## config.mk

```make
export PLATFORM = sky130hd
export DESIGN_NAME = serial_rx_fifo
export DESIGN_NICKNAME = d
export VERILOG_FILES = /design/src/rtl/serial_fifo_pkg.sv /design/src/rtl/serial_rx_fifo_ram.sv /design/src/rtl/serial_rx_fifo.sv
export SDC_FILE = /design/constraint.sdc
export NUM_CORES = 1
export LEC_CHECK = 0
export BUFFER_PORTS_ARGS = -buffer_cell sky130_fd_sc_hd__buf_2
export CAP_MARGIN = 20
export CORE_MARGIN = 1.5
export CORE_UTILIZATION = 63
export DETAILED_ROUTE_END_ITERATION = 16
export GPL_ROUTABILITY_DRIVEN = 0
export PLACE_DENSITY = 0.94
export SLEW_MARGIN = 25
export SYNTH_ARGS = -nofsm -noshare
export SYNTH_HDL_FRONTEND = slang
export SYNTH_HIERARCHICAL = 1
export SYNTH_SLANG_ARGS = --single-unit
```

## constraint.sdc

```tcl
create_clock -name clk -period 4.75 [get_ports clk]
set_input_delay 0.2375 -clock clk [delete_from_list [all_inputs] [get_ports clk]]
set_output_delay 0.2375 -clock clk [all_outputs]
set_load 0.01 [all_outputs]
```

## src/rtl/serial_fifo_pkg.sv

```systemverilog
// Shared definitions for the serial receive FIFO: upstream handshake state
// encoding and the default depth.
// Optional feature macro used by this slice: SERIAL_RX_FIFO_OVERRUN_CNT_EN.
package serial_fifo_pkg;

    // Default FIFO depth is 2**DEFAULT_DEPTH_LOG2 bytes.
    localparam int DEFAULT_DEPTH_LOG2 = 4;

    // Upstream (serial_port side) handshake states.
    typedef enum logic [1:0] {
        ST_IDLE     = 2'd0,
        ST_ACK      = 2'd1,
        ST_WAIT_REL = 2'd2
    } rx_state_e;

endpackage : serial_fifo_pkg

```

## src/rtl/serial_rx_fifo_ram.sv

```systemverilog
// fifo_ram: byte-wide storage for serial_rx_fifo with one synchronous write
// port and one asynchronous read port (first-word fall-through head byte).
module fifo_ram
    import serial_fifo_pkg::*;
#(
    parameter int DEPTH_LOG2 = DEFAULT_DEPTH_LOG2
) (
    input  logic                  clk,
    input  logic                  we,
    input  logic [DEPTH_LOG2-1:0] waddr,
    input  logic [7:0]            wdata,
    input  logic [DEPTH_LOG2-1:0] raddr,
    output logic [7:0]            rdata
);

    localparam int DEPTH = 2 ** DEPTH_LOG2;

    logic [7:0] mem [DEPTH];

    // Write the incoming byte at the tail address.
    // NOTE: storage has no reset; occupancy is tracked by the pointers and
    // count, so clearing the array would only cost logic and routing.
    always_ff @(posedge clk) begin
        if (we) begin
            mem[waddr] <= wdata;
        end
    end

    assign rdata = mem[raddr];

endmodule : fifo_ram

```

## src/rtl/serial_rx_fifo.sv

```systemverilog
// serial_rx_fifo: captures bytes from serial_port through a req/ack
// handshake and buffers them for the memory controller.
// Optional feature: define SERIAL_RX_FIFO_OVERRUN_CNT_EN to drop (and count)
// bytes arriving while full; otherwise a full FIFO backpressures the sender.
module serial_rx_fifo
    import serial_fifo_pkg::*;
#(
    parameter int DEPTH_LOG2 = DEFAULT_DEPTH_LOG2
) (
    input  logic                  clk,
    input  logic                  rst,
    input  logic [7:0]            com_data_in,
    input  logic                  com_int_req,
    output logic                  com_int_ack,
    input  logic                  rd_en,
    output logic [7:0]            rd_data,
    output logic                  rd_ready,
    output logic [DEPTH_LOG2:0]   count,
    output logic [7:0]            overrun_cnt
);

    localparam logic [DEPTH_LOG2:0]   FULL_COUNT = (DEPTH_LOG2 + 1)'(2 ** DEPTH_LOG2);
    localparam logic [DEPTH_LOG2:0]   CNT_ONE    = (DEPTH_LOG2 + 1)'(1);
    localparam logic [DEPTH_LOG2-1:0] PTR_ONE    = DEPTH_LOG2'(1);

    rx_state_e             state;
    logic [DEPTH_LOG2-1:0] wr_ptr;
    logic [DEPTH_LOG2-1:0] rd_ptr;
    logic                  full;
    logic                  take;
    logic                  push;
    logic                  pop;

    // Full is judged on the occupancy at the start of the cycle, so a pop in
    // the same cycle does not make room for a push until the next cycle.
    assign full     = (count == FULL_COUNT);
    assign rd_ready = (count != '0);
    assign pop      = rd_en && rd_ready;
    assign push     = take && !full;

`ifdef SERIAL_RX_FIFO_OVERRUN_CNT_EN
    // Every request seen in IDLE is acknowledged; a full FIFO drops the byte.
    assign take = (state == ST_IDLE) && com_int_req;
`else
    // A full FIFO holds the request off until space appears.
    assign take = (state == ST_IDLE) && com_int_req && !full;
`endif

    // Upstream handshake: accept in IDLE, one registered ack cycle, then
    // wait for the request to drop so a byte is never captured twice.
    // NOTE: state registers use non-blocking assignments so every flop
    // samples pre-edge values regardless of statement order.
    always_ff @(posedge clk) begin
        if (!rst) begin
            state       <= ST_IDLE;
            com_int_ack <= 1'b0;
        end else begin
            com_int_ack <= 1'b0;
            case (state)
                ST_IDLE: begin
                    if (take) begin
                        state       <= ST_ACK;
                        com_int_ack <= 1'b1;
                    end
                end
                ST_ACK: begin
                    state <= ST_WAIT_REL;
                end
                ST_WAIT_REL: begin
                    if (!com_int_req) begin
                        state <= ST_IDLE;
                    end
                end
                default: begin
                    state <= ST_IDLE;
                end
            endcase
        end
    end

    // Pointer and occupancy bookkeeping; pointers wrap modulo the depth.
    always_ff @(posedge clk) begin
        if (!rst) begin
            wr_ptr <= '0;
            rd_ptr <= '0;
            count  <= '0;
        end else begin
            if (push) begin
                wr_ptr <= wr_ptr + PTR_ONE;
            end
            if (pop) begin
                rd_ptr <= rd_ptr + PTR_ONE;
            end
            case ({push, pop})
                2'b10:   count <= count + CNT_ONE;
                2'b01:   count <= count - CNT_ONE;
                default: count <= count;
            endcase
        end
    end

`ifdef SERIAL_RX_FIFO_OVERRUN_CNT_EN
    logic [7:0] overrun_q;

    // Count bytes dropped because the FIFO was full, saturating at 255.
    always_ff @(posedge clk) begin
        if (!rst) begin
            overrun_q <= 8'd0;
        end else if (take && full && (overrun_q != 8'hFF)) begin
            overrun_q <= overrun_q + 8'd1;
        end
    end

    assign overrun_cnt = overrun_q;
`else
    assign overrun_cnt = 8'd0;
`endif

    fifo_ram #(
        .DEPTH_LOG2 (DEPTH_LOG2)
    ) u_ram (
        .clk   (clk),
        .we    (push),
        .waddr (wr_ptr),
        .wdata (com_data_in),
        .raddr (rd_ptr),
        .rdata (rd_data)
    );

endmodule : serial_rx_fifo

```

Yosys cells after proc, flatten, opt, wreduce, memory -nomap -nowiden. Memories as Yosys holds them, arrays and structs flattened. A register that Yosys moved wholly into a read port is not among the register bits. Cells that the tools add are included.

Add/sub/neg operators: 4. $mul: 0. Div/mod/pow operators: 0. Order comparisons: 0. Eq/ne operators: 7. Shift-type cells: 0. Mux-type cells: 9. Bitwise logic cells: 0. Reduce and logical (&&, ||, !) cells: 10.

Operators by type and width (count): $pmux 5 s2 (1); $add 4x1->4 const B (2); $mux 4 (2); $pmux 2 s3 (1); $add 5x1->5 const B (1); $eq 5x5->1 const B (1); $reduce_bool 5->1 (1); $sub 5x1->5 const B (1); $eq 2x1->1 const B (2); $eq 2x2->1 const B (2); $logic_and 1x1->1 (4); $mux 2 (2); $ne 2x2->1 const B (2); $reduce_and 2->1 (2); $mux 1 (3); $logic_not 2->1 (1); $reduce_bool 2->1 (1); $logic_not 1->1 (1).

Flip-flop bits (word level): 16. Bits in latches: 0. Bits in writable memories: 128. Bits in read-only memories: 0. Input bits: 12. Output and inout port bits: 23. Word-level logic and storage cells: 36. Memories kept: 1.

Memory list: u_ram.mem (depth 16, bits a word 8, rd ports 1, clocked after memory_dff 1, wr ports 1, RTL line serial_rx_fifo_ram.sv:18) `logic [7:0] mem [DEPTH];`.

Depth between registers and ports, before layout. Gate-level depths: netlist of the first run.

Depth after elaboration: 6. Depth in mapped cells: 10. Gate-level depth less buffers: 10.

Cells and area by module. The synthesis of the first run kept the hierarchy.

By module, submodules not included: fifo_ram (instances 1, cells an instance 221, area each 4987.3 um^2, seq. area each 3843.7 um^2); serial_rx_fifo (instances 1, cells an instance 99, area each 920.9 um^2, seq. area each 320.3 um^2).

Worst setup path after synthesis of the first run. No wires, ideal clock.

Path type: register -> register. Start: reg count[0]. End: mem u_ram.mem[0][0] (enable). Arrival: 2.262 ns. Required time: 4.367 ns. Setup slack: 2.104 ns. Stages on the path, launching flop included: 5. Cell sequence: dfxtp_1 > nor4_2 > a2111oi_4 > or3b_2 > nor3_1.

Longest elaborated chain between the ends: 6.

Ends and longest elaborated chain: start: declaration (RTL line serial_rx_fifo.sv:18) `output logic [DEPTH_LOG2:0] count,`; start signal: assignment (RTL line serial_rx_fifo.sv:95) `2'b10: count <= count + CNT_ONE;`; start signal: assignment (RTL line serial_rx_fifo.sv:96) `2'b01: count <= count - CNT_ONE;`; start signal: assignment (RTL line serial_rx_fifo.sv:97) `default: count <= count;`; $eq 5x5->1 (*) (RTL line serial_rx_fifo.sv:36) `assign full = (count == FULL_COUNT);`; $logic_not 1->1 (*) (RTL line serial_rx_fifo.sv:39, serial_rx_fifo.sv:46); $logic_and 1x1->1 (RTL line serial_rx_fifo.sv:46) `assign take = (state == ST_IDLE) && com_int_req && !full;`; $logic_and 1x1->1 (*) (RTL line serial_rx_fifo.sv:39) `assign push = take && !full;`; named net push (RTL line serial_rx_fifo.sv:31) `logic push;`; $mux 1 (*) (RTL line serial_rx_fifo_ram.sv:24) `if (we) begin`; $mux 1 (implied by the code) (*) (RTL line serial_rx_fifo_ram.sv:25) `mem[waddr] <= wdata;`; end: declaration (RTL line serial_rx_fifo_ram.sv:18).

Mark *: on every way through the listed nets, which the timed path passes. The rest lies on a longest branch.

Worst setup path after layout of the first run.
Start: reg count[0]. End: mem u_ram.mem[1][2] (enable).

The elaborated chain is that of the path after synthesis.

==> results of run 1 <==
## sequential cells by signal, indices dropped and copies added, names as in the netlist
| signal | flops |
|---|---|
| com_int_ack | 1 |
| count | 5 |
| rd_ptr | 4 |
| state | 2 |
| u_ram/mem | 128 |
| wr_ptr | 4 |
## cell type report
type                    count  area [sq um]
flip-flops and latches    144          4168
fillers                   513          2486
multi-input cells         156          1600
clock buffers              17         414.1
repair buffers             30         162.7
clock inverters            15         160.2
well taps                 111         138.9
inverters                   6         22.52
## path summary, 6_finish.rpt
kind | from | end | depth (start not counted)
setup reg to reg | count[0] | u_ram/mem[1][2] | 4
setup / recovery | count[0] | u_ram/mem[1][2] | 4
hold / removal | com_data_in[6] | u_ram/mem[1][6] | 1
hold reg to reg | state[0] | state[1] | 2
## logic make-up after synthesis
kind of cell	synth area share (%)
other cells	0.06347
flops	70.48
buf+inv	3.049
fa+ha+maj	1.609
simple gates	6.332
mux	14.10
xor+xnor	0.7413
compound gates	3.622
## per-layer routing
metal | GRT usage (%) | wire [microns] | up-vias
met1 | 32.61 | 4430 | 1534
li1 | - | - | 1331
met4 | 8.342 | 126 | 0
met2 | 37.26 | 5448 | 125
met3 | 6.685 | 774 | 11
met5 | 0 | 0 | -
## stage by stage
step                      instance area (sq um)  total power (uW)
final                                      6666              3459
after global routing                       6666              3601
after CTS                                  6661              3471
after detailed placement                   6077              2211
after global placement                     6070              2172
after floorplan                            5934              2047
## power groups by stage
stage | combinational, uW | clock, uW | sequential [uW]
2_1_floorplan | 541 | 0 | 1510
3_3_place_gp | 596 | 0 | 1580
3_5_place_dp | 626 | 0 | 1590
4_1_cts | 633 | 1270 | 1560
5_1_grt | 688 | 1340 | 1580
6_report | 635 | 1260 | 1560
## worst max-delay path, cell delays in order (launching register included)
cell and delay, ps:
dfxtp_1 450, nor4_2 110, a2111oi_4 660, or3b_2 570
nor2_1 630
## what timing repair did
item | 4_1_cts | 5_1_grt
endpoints found under the hold margin | 1 | 0
setup buffers | 0 | 0
hold buffers | 1 | 0
## cell usage after synthesis, drive strengths merged, types with 4 or more instances
| master | n | area share, % |
|---|---|---|
| a22oi | 16 | 2.0 |
| and2 | 9 | 0.95 |
| buf | 15 | 2.0 |
| dfxtp | 16 | 5.4 |
| edfxtp | 128 | 65 |
| ha | 6 | 1.3 |
| inv | 6 | 0.38 |
| mux2i | 6 | 1.0 |
| mux4 | 32 | 13 |
| nand2 | 15 | 0.95 |
| nand2b | 8 | 0.85 |
| nand3 | 4 | 0.34 |
| nor2 | 17 | 1.1 |
| nor3 | 5 | 0.42 |
==> metrics.md, run 1 <==
| Metric | Value |
|---|---|
| Pwr Density | 518.8 nW/um^2 |
| Number of remaining DRC errors | 0 |
| Routed WL | 10780 microns |
| Setup crit end kind | register |
| Clk_lat worst skew | 520 ps |
| Initial antenna violation count | 0 |
| Io pins | 35 |
| CP Max Fanout | 11 |
| CTS Sinks | 144 |
| Root Buffer | clkbuf_8 |
| Die H | 99.84 microns |
| Post-route insts no fill | 479 |
| Fmax | 357.7 MHz |
| Drt initial violations | 231 |
| Reg clk slew, reported paths | 60 ps |
| Pint | 2524 uW |
| Largest net degree at the start of global routing | 36 |
| Post-synth EDFFs | 128 |
| Final Hold Vio Count | 0 |
| Number of global-route vias before repair | 2977 |
| Final min period | 2795 ps |
| Core area | 9153 sq um |
| Gr ovfl total | 0 |
| Synth unique cells | 40 |
| Dpl cells | 446 |
| Worst R2R Setup Slack | 1950 ps |
| Sequential cell fraction of total power | 45.1% |
| Worst Path Arrival | 2950 ps |
| Most frequent cells in the layout | edfxtp_1 (128), buf_2 (26), mux4_2 (18) |
| Seq cells post-synth | 144 |
| HP Class | input pin to register |
| Inserted Clock Buffers | 17 |
| First-pass GRT wire length | 16650 microns |
| Final worst-path cycle share | 58.85% |
| CP Class | register to register |
| Avg Cell Area, Syn | 18.46 sq um |
| Nets | 374 |
| Worst Setup Slack post-DPL | 1788 ps |
| Post-synth ARST share | 0% |
| Starting density of the core | 64.55% |
| Max Cap Viol | 0 |
| CTS HTree Levels | 4 |
| Critical Path Start Type | register |
| Sw Share | 27.01% |
| Setup TNS | 0 ps |
| Buffers on Ports | 26 |
| Clock group share of total power | 36.5% |
| Share of layout cells above drive strength 1 | 23.10% |
| CTS tree | yes |
| Final worst slack | 1955 ps |
| Main flop type after synthesis | edfxtp_1 |
| Pre-Repair DR Iteration Count | 4 |
| Routed via count | 3001 |
| Synth warn | 6 |
| Post-Synthesis Cell Area | 5908 sq um |
| RSZ-0062 raised after global routing | false |
| Leakage power figure | 0.002269 uW |
| Clock tree buffer depth | 2 |
| Slew Limit Fails | 0 |
| Final setup viols | 0 |
| Psw | 934.3 uW |
| Area grow syn2layout | 12.83% |
| Resize count post-CTS | 0 |
| Outcome | finished, final reports clean |
| Diodes inserted | 0 |
| Die extent in x | 99.84 microns |
| Clock skew | 7.287 ps |
| Leading cell type in the layout, fill and taps excluded | edfxtp_1 |
| Worst rel slew slack | 38.32% |
| Worst vdd ir | 0.0002959 V |
| Logic pwr share | 18.4% |
| Post-synthesis sequential area ratio | 70.48% |
| Synthesized netlist cell count | 320 |
| Dpl hpwl | 6665 microns |
| Tightest Pin Transition | 921.8 ps |
| Req. time, crit path | 4900 ps |
| Overall Global Routing Usage | 23.74% |
| Post-detailed-route count of antenna-violating nets | 0 |
| Routed vias/inst | 6.265 |
| Routed len/inst | 22.50 microns |
| Die area | 9968 sq um |
| Hold_ws | 94.04 ps |
| Row cnt | 35 |
| Fin util | 72.84% |
Power figures use the tool's default switching activity.
==> run 2, diff against run 1 <==
--- a/config.mk
+++ b/config.mk
@@ -8,10 +8,10 @@
 export BUFFER_PORTS_ARGS = -buffer_cell sky130_fd_sc_hd__buf_2
 export CAP_MARGIN = 20
 export CORE_MARGIN = 1.5
-export CORE_UTILIZATION = 63
+export CORE_UTILIZATION = 60
 export DETAILED_ROUTE_END_ITERATION = 16
 export GPL_ROUTABILITY_DRIVEN = 0
-export PLACE_DENSITY = 0.94
+export PLACE_DENSITY = 0.91
 export SLEW_MARGIN = 25
 export SYNTH_ARGS = -nofsm -noshare
 export SYNTH_HDL_FRONTEND = slang
==> constraint.sdc (replaced) <==
create_clock -name clk -period 2.9 [get_ports clk]
set_input_delay 0.145 -clock clk [delete_from_list [all_inputs] [get_ports clk]]
set_output_delay 0.145 -clock clk [all_outputs]
set_load 0.01 [all_outputs]
==> run 2 against run 1 <==
Against the previous run:
- clock skew is 3.5 ps higher
- utilization down 1.8 points
- design area rose by 2.8%
- via count is 5.1% higher
- maximum frequency rose by 6.0%
- register-to-register slack got worse by 1700 ps
- sequential cell count is the same
- critical path type unchanged
- cell count is 9.6% higher
- clock power rose by 58%
- worst hold slack lost 80 ps
- critical path depth rose by 5
==> metrics.md, run 2 (synthesized netlist as in run 1, its figures left out) <==
| Metric | Value |
|---|---|
| Outcome | finished, final reports clean |
| Gr ovfl total | 0 |
| Post-CTS Setup Bufs | 0 |
| Drt initial violations | 290 |
| Fmax | 379.4 MHz |
| Max Cap Viol | 0 |
| Final Hold Vio Count | 0 |
| Crit path to | count[3] |
| Fill cells | 563 |
| Pwr Total | 5640 uW |
| Hold_ws | 14.05 ps |
| Delay-heaviest family, CP | simple AND/OR/NAND/NOR gates |
| Slew Limit Fails | 0 |
| Worst vdd ir | 0.0005038 V |
| Row cnt | 36 |
| Leading cell type in the layout, fill and taps excluded | edfxtp_1 |
| Core area | 9639 sq um |
| Crit path launch | count[2] |
| FF-to-FF Start | count[2] |
| Setup crit end kind | register |
| Max incr delay on CP | 590 ps |
| Diodes inserted | 0 |
| Largest net degree at the start of global routing | 25 |
| Root Buffer | clkbuf_8 |
| Area grow syn2layout | 15.97% |
| Worst Path Arrival | 3100 ps |
| Buffers on Ports | 26 |
| CTS Sinks | 144 |
| Cell mode on critical path | ha_1 |
| Worst R2R Setup Slack | 260 ps |
| FF-to-FF End | count[3] |
| Number of global-route vias before repair | 3083 |
| Die area | 10450 sq um |
| Routed WL | 11970 microns |
| RSZ-0062 raised after global routing | false |
| Final worst-path cycle share | 90.90% |
| Worst rel slew slack | 44.26% |
| Pwr Density | 823.1 nW/um^2 |
| Nets | 398 |
| Initial antenna violation count | 0 |
| Final min period | 2636 ps |
| Dpl hpwl | 7103 microns |
| Io pins | 35 |
| CP cell instances | or4_1, o21ai_2, inv_1, ha_1, ha_1, a21o_1, a21oi_1, or4b_1, nand3_1 |
| Post-detailed-route count of antenna-violating nets | 0 |
| Share of layout cells above drive strength 1 | 26.79% |
| CP Class | register to register |
| Register name with the most flops | u_ram/mem |
| Overall Global Routing Usage | 23.94% |
| Die H | 102.2 microns |
| Tightest Pin Transition | 834.4 ps |
| Reg clk slew, reported paths | 60 ps |
| Routed via count | 3154 |
| Most frequent cells in the layout | edfxtp_1 (128), buf_2 (26), buf_4 (24) |
| # hold bufs at CTS | 3 |
| CP Max Fanout | 5 |
| Number of remaining DRC errors | 0 |
| CTS tree | yes |
| Setup TNS | 0 ps |
| Routed vias/inst | 6.008 |
| Leakage power figure | 0.002386 uW |
| Req. time, crit path | 3360 ps |
| CTS HTree Levels | 4 |
| WP buf/inv | 1 |
| Clock skew | 10.82 ps |
| Starting density of the core | 61.29% |
| Die extent in x | 102.2 microns |
| Inserted Clock Buffers | 17 |
| Largest register FFs | 128 |
| Clk_lat worst skew | 520 ps |
| First-pass GRT wire length | 17380 microns |
| Routed len/inst | 22.80 microns |
| R2r worst-path depth | 9 |
| Pre-Repair DR Iteration Count | 6 |
| Biggest regs | u_ram/mem: 128 flops, count: 5 flops |
| Resize count post-CTS | 0 |
| Critical Path Start Type | register |
| HP Class | input pin to register |
| Crit. path cell count | 9 |
| Critical path's slowest cell | or4_1 |
| Final setup viols | 0 |
| Clock tree buffer depth | 2 |
-- run 2: stage by stage --
stage	utilization, %	worst slack, ps	cell area (sq um)	cells
detailed placement	65.10	296.0	6275	490
CTS	71.08	274.1	6852	525
floorplan	-	254.5	5934	327
global route	71.08	109.8	6852	525
finish	71.08	263.9	6852	525
global placement	65.10	406.8	6275	490
-- run 2: per-layer routing --
layer / global-route usage, % / share of wire, % / wire length, microns
met1: 30.22 / 39 / 4665
met2: 41.31 / 53 / 6303
met3: 5.814 / 6.2 / 743
met4: 7.482 / 2.1 / 257
met5: 0 / 0 / 0
-- run 2: area by class of cell --
type                            count  area, sq um  area share (%)
Sequential cell                   144         4165           60.79
Multi-Input combinational cell    156         1590           23.21
Clock buffer                       18        417.9           6.099
Timing Repair Buffer               54        360.3           5.259
Tap cell                          133        166.4           2.429
Clock inverter                     14        128.9           1.881
Inverter                            6        22.52          0.3287
-- run 2: worst min path at each step --
| stage | cells after the start | to | slack, ps | start |
|---|---|---|---|---|
| finish | 2 | rd_ptr[3] | 10 | rst |
| floorplan | 0 | u_ram/mem[0][0] | 240 | com_data_in[0] |
| global placement | 3 | state[1] | 440 | com_int_req |
| CTS | 2 | rd_ptr[3] | 2 | rst |
| detailed placement | 3 | state[1] | 470 | com_int_req |
| global route | 1 | u_ram/mem[11][4] | 10 | com_data_in[4] |
-- run 2: worst reg2reg max path, cell delays in order, from the launching register on --
cell and delay, ps:
dfxtp_1 350, or4_1 590, o21ai_2 270, inv_1 80, ha_1 260, ha_1 310
a21o_1 100, a21oi_1 80, or4b_1 470, nand3_1 80
-- run 2: report_power, final --
| part | leakage (uW) | switching, uW | internal [uW] | total, uW |
|---|---|---|---|---|
| clock | 0.000263 | 843 | 1150 | 1990 |
| sequential | 0.00129 | 117 | 2350 | 2470 |
| combinational | 0.000838 | 580 | 603 | 1180 |
| total | 0.00239 | 1540 | 4100 | 5640 |
